--- config.mk ---
export PLATFORM = sky130hd
export DESIGN_NAME = pipe_stage_reg
export DESIGN_NICKNAME = d
export VERILOG_FILES = /design/src/rtl/pipe_stage_reg.sv
export SDC_FILE = /design/constraint.sdc
export NUM_CORES = 1
export LEC_CHECK = 0
export CAP_MARGIN = 10
export CELL_PAD_IN_SITES_DETAIL_PLACEMENT = 0
export CELL_PAD_IN_SITES_GLOBAL_PLACEMENT = 1
export CORE_UTILIZATION = 35
export CTS_CLUSTER_SIZE = 8
export DETAILED_ROUTE_END_ITERATION = 7
export PLACE_DENSITY_LB_ADDON = 0.1
export SLEW_MARGIN = 25
export SYNTH_ARGS = -nofsm -noshare
export SYNTH_HDL_FRONTEND = slang
export SYNTH_SLANG_ARGS = --single-unit
--- constraint.sdc ---
create_clock -name clk -period 4.54 [get_ports clk]
set_input_delay 0.908 -clock clk [delete_from_list [all_inputs] [get_ports clk]]
set_output_delay 0.908 -clock clk [all_outputs]
set_load 0.01 [all_outputs]
--- src/rtl/pipe_stage_reg.sv ---
`default_nettype none
// ============================================================================
// Module   : pipe_stage_reg
// Purpose  : Generic pipeline register between two stages. Carries one
//            instruction word plus its PC per beat, strictly in order, with a
//            valid/ready handshake, flush-to-bubble, optional 2-entry skid
//            buffer and a saturating stall-cycle counter.
// Ports    : clk, rst (async, active-high)
//            flush, stall                 - pipeline control
//            in_valid/in_ready/in_code/in_pc      - producer side
//            out_valid/out_ready/out_code/out_pc  - consumer side
//            stall_cnt                    - cycles a live beat was not taken
// Revision : 1.0 - initial release
// ============================================================================
module pipe_stage_reg #(
    parameter int          DATA_WIDTH = 32,
    parameter int          PC_WIDTH   = 32,
    parameter logic [31:0] NOP_CODE   = 32'h0000_0000,
    parameter bit          SKID_EN    = 1'b1,
    parameter int          CNT_WIDTH  = 16
) (
    input  logic                  clk,
    input  logic                  rst,
    input  logic                  flush,
    input  logic                  stall,
    input  logic                  in_valid,
    output logic                  in_ready,
    input  logic [DATA_WIDTH-1:0] in_code,
    input  logic [PC_WIDTH-1:0]   in_pc,
    output logic                  out_valid,
    input  logic                  out_ready,
    output logic [DATA_WIDTH-1:0] out_code,
    output logic [PC_WIDTH-1:0]   out_pc,
    output logic [CNT_WIDTH-1:0]  stall_cnt
);

    localparam logic [DATA_WIDTH-1:0] c_NOP     = DATA_WIDTH'(NOP_CODE);
    localparam logic [PC_WIDTH-1:0]   c_PC_ZERO = '0;
    localparam logic [CNT_WIDTH-1:0]  c_CNT_ONE = {{(CNT_WIDTH-1){1'b0}}, 1'b1};

    typedef enum logic [1:0] {
        S_EMPTY = 2'd0,
        S_ONE   = 2'd1,
        S_TWO   = 2'd2
    } state_t;

    state_t                r_state;
    state_t                w_state_nxt;
    logic [DATA_WIDTH-1:0] r_main_code, w_main_code_nxt;
    logic [PC_WIDTH-1:0]   r_main_pc,   w_main_pc_nxt;
    logic [DATA_WIDTH-1:0] r_skid_code, w_skid_code_nxt;
    logic [PC_WIDTH-1:0]   r_skid_pc,   w_skid_pc_nxt;
    logic [CNT_WIDTH-1:0]  r_stall_cnt;

    logic w_out_valid;
    logic w_in_ready;
    logic w_accept;
    logic w_consume;

    assign w_out_valid = (r_state != S_EMPTY);
    assign w_consume   = w_out_valid & out_ready & ~stall;
    assign w_accept    = in_valid & w_in_ready & ~flush;

    generate
        if (SKID_EN) begin : g_skid
            // Ready comes from registered state only; the skid entry absorbs
            // the beat that arrives while the consumer is backpressuring.
            assign w_in_ready = (r_state != S_TWO);
        end else begin : g_noskid
            assign w_in_ready = ~w_out_valid | w_consume;
        end
    endgenerate

    // Next-state and payload steering
    always_comb begin
        w_state_nxt     = r_state;
        w_main_code_nxt = r_main_code;
        w_main_pc_nxt   = r_main_pc;
        w_skid_code_nxt = r_skid_code;
        w_skid_pc_nxt   = r_skid_pc;
        if (flush) begin
            w_state_nxt     = S_EMPTY;
            w_main_code_nxt = c_NOP;
            w_main_pc_nxt   = c_PC_ZERO;
            w_skid_code_nxt = c_NOP;
            w_skid_pc_nxt   = c_PC_ZERO;
        end else begin
            case (r_state)
                S_EMPTY: begin
                    if (w_accept) begin
                        w_state_nxt     = S_ONE;
                        w_main_code_nxt = in_code;
                        w_main_pc_nxt   = in_pc;
                    end
                end
                S_ONE: begin
                    if (w_accept && w_consume) begin
                        w_main_code_nxt = in_code;
                        w_main_pc_nxt   = in_pc;
                    end else if (w_accept && SKID_EN) begin
                        // Main is held; new beat parks behind it.
                        w_state_nxt     = S_TWO;
                        w_skid_code_nxt = in_code;
                        w_skid_pc_nxt   = in_pc;
                    end else if (w_consume) begin
                        w_state_nxt     = S_EMPTY;
                        w_main_code_nxt = c_NOP;
                        w_main_pc_nxt   = c_PC_ZERO;
                    end
                end
                S_TWO: begin
                    if (w_consume) begin
                        w_state_nxt     = S_ONE;
                        w_main_code_nxt = r_skid_code;
                        w_main_pc_nxt   = r_skid_pc;
                        w_skid_code_nxt = c_NOP;
                        w_skid_pc_nxt   = c_PC_ZERO;
                    end
                end
                default: begin
                    w_state_nxt     = S_EMPTY;
                    w_main_code_nxt = c_NOP;
                    w_main_pc_nxt   = c_PC_ZERO;
                    w_skid_code_nxt = c_NOP;
                    w_skid_pc_nxt   = c_PC_ZERO;
                end
            endcase
        end
    end

    always_ff @(posedge clk or posedge rst) begin
        if (rst) begin
            r_state     <= S_EMPTY;
            r_main_code <= c_NOP;
            r_main_pc   <= c_PC_ZERO;
            r_skid_code <= c_NOP;
            r_skid_pc   <= c_PC_ZERO;
        end else begin
            r_state     <= w_state_nxt;
            r_main_code <= w_main_code_nxt;
            r_main_pc   <= w_main_pc_nxt;
            r_skid_code <= w_skid_code_nxt;
            r_skid_pc   <= w_skid_pc_nxt;
        end
    end

    // Counts cycles where a live beat sat unconsumed; sticks at all-ones.
    always_ff @(posedge clk or posedge rst) begin
        if (rst) begin
            r_stall_cnt <= '0;
        end else if (w_out_valid && !w_consume && !flush && (r_stall_cnt != '1)) begin
            r_stall_cnt <= r_stall_cnt + c_CNT_ONE;
        end
    end

    assign in_ready  = w_in_ready;
    assign out_valid = w_out_valid;
    assign out_code  = r_main_code;
    assign out_pc    = r_main_pc;
    assign stall_cnt = r_stall_cnt;

endmodule
`default_nettype wire

==> run metrics <==
die width=140.0 um; clock skew=approximately 0.012 ns; Core Rows=50; crit path capture type=register; share of the yosys chip area belonging to registers=54.85%; Iter 0 DRT Violations=between 200 and 300; outcome=finished, final reports clean; CTS resizes=0; Slew @ Worst Pin=0.8379 ns; Chip Height=between 100 and 150 um; peak supply drop=between 200 and 250 uV; GR Overflow Total=0; adder-cell share of the synthesized area=less than 1%; Port Buffers=between 150 and 200; global-route wire length before repair=28860 um; main combinational cell family by area after synthesis=compound AO/OA/AOI/OAI gates; Synth area leader=dfrtp_1; syn nets=between 600 and 700; Pleak=just under 4 nW; power density over cell area=around 390 nW/um^2; cts-stage hold buffer count=0; placed cells=about 960; largest net degree at the start of global routing=67; CTS clk-pin slew, worst paths=0.06 ns; WL final=roughly 18000 um; CTS tree=done; Post-Layout Cell Count=around 1000; worst-path fanout max=33; Main synth FF type=dfrtp_1; clk sinks=around 150; Residual DRC=0; total global-route track usage=between 10% and 20%; routed vias/inst=about 5.2; Synth Area in Compound Gates=approximately 17%; Hold Path Class=register to register; Area growth syn-to-layout=35.59%; synth warn=0; Fmax achieved=around 360 MHz; antenna violations before repair=0; # Post-CTS Setup Buffers=0; top area cells in the synthesized netlist=dfrtp_1 55%, mux2i_1 10%, o2bb2ai_1 8.4%; mux cell area share after synthesis=a little over a tenth; Yosys cell types=39; Wirelength per Cell=approximately 18 um; post-synthesis simple-gate area fraction=under 10%; via count=approximately 5200; CTS H-Tree Depth=4; I/O pin total=~150; die area=just under 20000 um^2; Starting Density=between 30% and 40%; #FFs+latches synth=between 100 and 150; final setup TNS=0 ns; most common cell after layout, fill and taps aside=clkdlybuf4s50_1; Async S/R FF share, synth=100.0%; # diodes=0; Power Total=~3.5 mW; crit path time final=approximately 2.7 ns; crit start category=input pin; number of synthesized flops with an enable pin=0; vias in the first global route=between 5000 and 6000; Critical Path AT=slightly above 3 ns; Relative slew margins=between 40% and 50%; layout cells sized above 1=under 10%; worst skew pair latency=0.42 ns; crit path kind=input pin to register; commonest non-fill, non-tap cells in the layout=151 x clkdlybuf4s50_1, 146 x dfrtp_1, 70 x inv_1; number of setup violations in the final report=0; multi-input logic area=around 2600 um^2; drt pass-1 iters=4; WHS=slightly below 0.5 ns; RSZ-0062 raised after global routing=false; Routability Congestion=0.7326; Final nets=between 800 and 900; final hold vios=0; CTS Buffer Depth=2; Final Cycle Share=60.39%; maxcap violations=0; Root Driver=clkbuf_16; total core area=18710 um^2; syn_area_per_cell=roughly 11 um^2; mapped cell area=between 6000 and 7000 um^2; sequential cell area=about 3700 um^2; post-synthesis xor/xnor area fraction=~1.3%; DPL Wire Length=10710 um; Required @ worst endpoint=4.88 ns; count of pins over their slew limit=0; top cell type's share of synthesized area=54.85%; CTS Buf Count=17; Synth Instances=604; Fillers=between 1500 and 2000; post-route ant nets=0
## sequential cells by signal, summed over array words and instances, names as in the netlist
| name | count |
|---|---|
| out_code | 32 |
| out_pc | 32 |
| r_skid_code | 32 |
| r_skid_pc | 32 |
| stall_cnt | 16 |
| r_state | 2 |
## power breakdown
part           internal (mW)  switching (mW)  leakage, nW
Clock                  0.834           0.588        0.282
Sequential              1.40          0.0818         1.97
Combinational          0.300           0.302         1.68
## cells in the mapped netlist, drive strengths merged, types with 4 or more instances
library cell,count
a21oi,9
a22oi,64
and3,4
buf,40
clkbuf,4
dfrtp,146
inv,71
mux2i,67
nand2,70
nand3,10
nand4,4
nor2,6
nor2b,4
nor3,5
o2bb2ai,64
xnor2,8
## final cells by class
type | count | area share, %
multi-input combinational | 343 | 28.37
clock inverter | 13 | 1.676
tap | 234 | 3.241
sequential | 146 | 40.45
inverter | 71 | 2.992
timing repair buffer | 163 | 18.37
clock buffer | 19 | 4.904
## worst max-delay path, cell delays in order
cell and delay (ns):
clkdlybuf4s50_1 0.59, nor3_1 0.07, a21oi_1 0.30, nand2_2 0.50
buf_4 0.45, o2bb2ai_1 0.20
## kinds of logic (layout without fill, tap and decap cells)
logic type               Yosys count  after routing
AO/OA/AOI/OAI                    143            143
XOR/XNOR                          10             10
adder cells (fa/ha/maj)            1              1
buffers and inverters            115            266
flip-flops                       146            146
multiplexers                      70             70
AND/OR/NAND/NOR                  119            119
## worst paths after layout
check                             start            to  slack, ns  cells after the start
max in group asynchronous           rst  r_skid_pc[0]       2.83                      4
hold / removal             out_code[15]  out_code[15]       0.49                      1
setup / recovery               in_valid    out_pc[18]       1.80                      6
min in group asynchronous           rst    out_pc[27]       0.89                      2
setup reg to reg             r_state[0]    out_pc[18]       2.14                      5
hold reg to reg            out_code[15]  out_code[15]       0.49                      1
## through the flow
| stage | instance area [um^2] | util (%) | setup WS [ns] |
|---|---|---|---|
| 2_1_floorplan | 6665 | - | 1.799 |
| 3_3_place_gp | 8411 | 44.96 | 1.414 |
| 3_5_place_dp | 8411 | 44.96 | 1.352 |
| 4_1_cts | 9005 | 48.14 | 1.792 |
| 5_1_grt | 9032 | 48.29 | 1.602 |
| 6_report | 9032 | 48.29 | 1.798 |
## routing by layer
metal	wire length (um)	part of all wire, %	track usage (%)
met1	8217	47	24.77
met2	8336	47	29.74
met3	948	5.4	5.470
met4	155	0.88	5.899
met5	0	0	0
(Power assumes the default switching activity.)
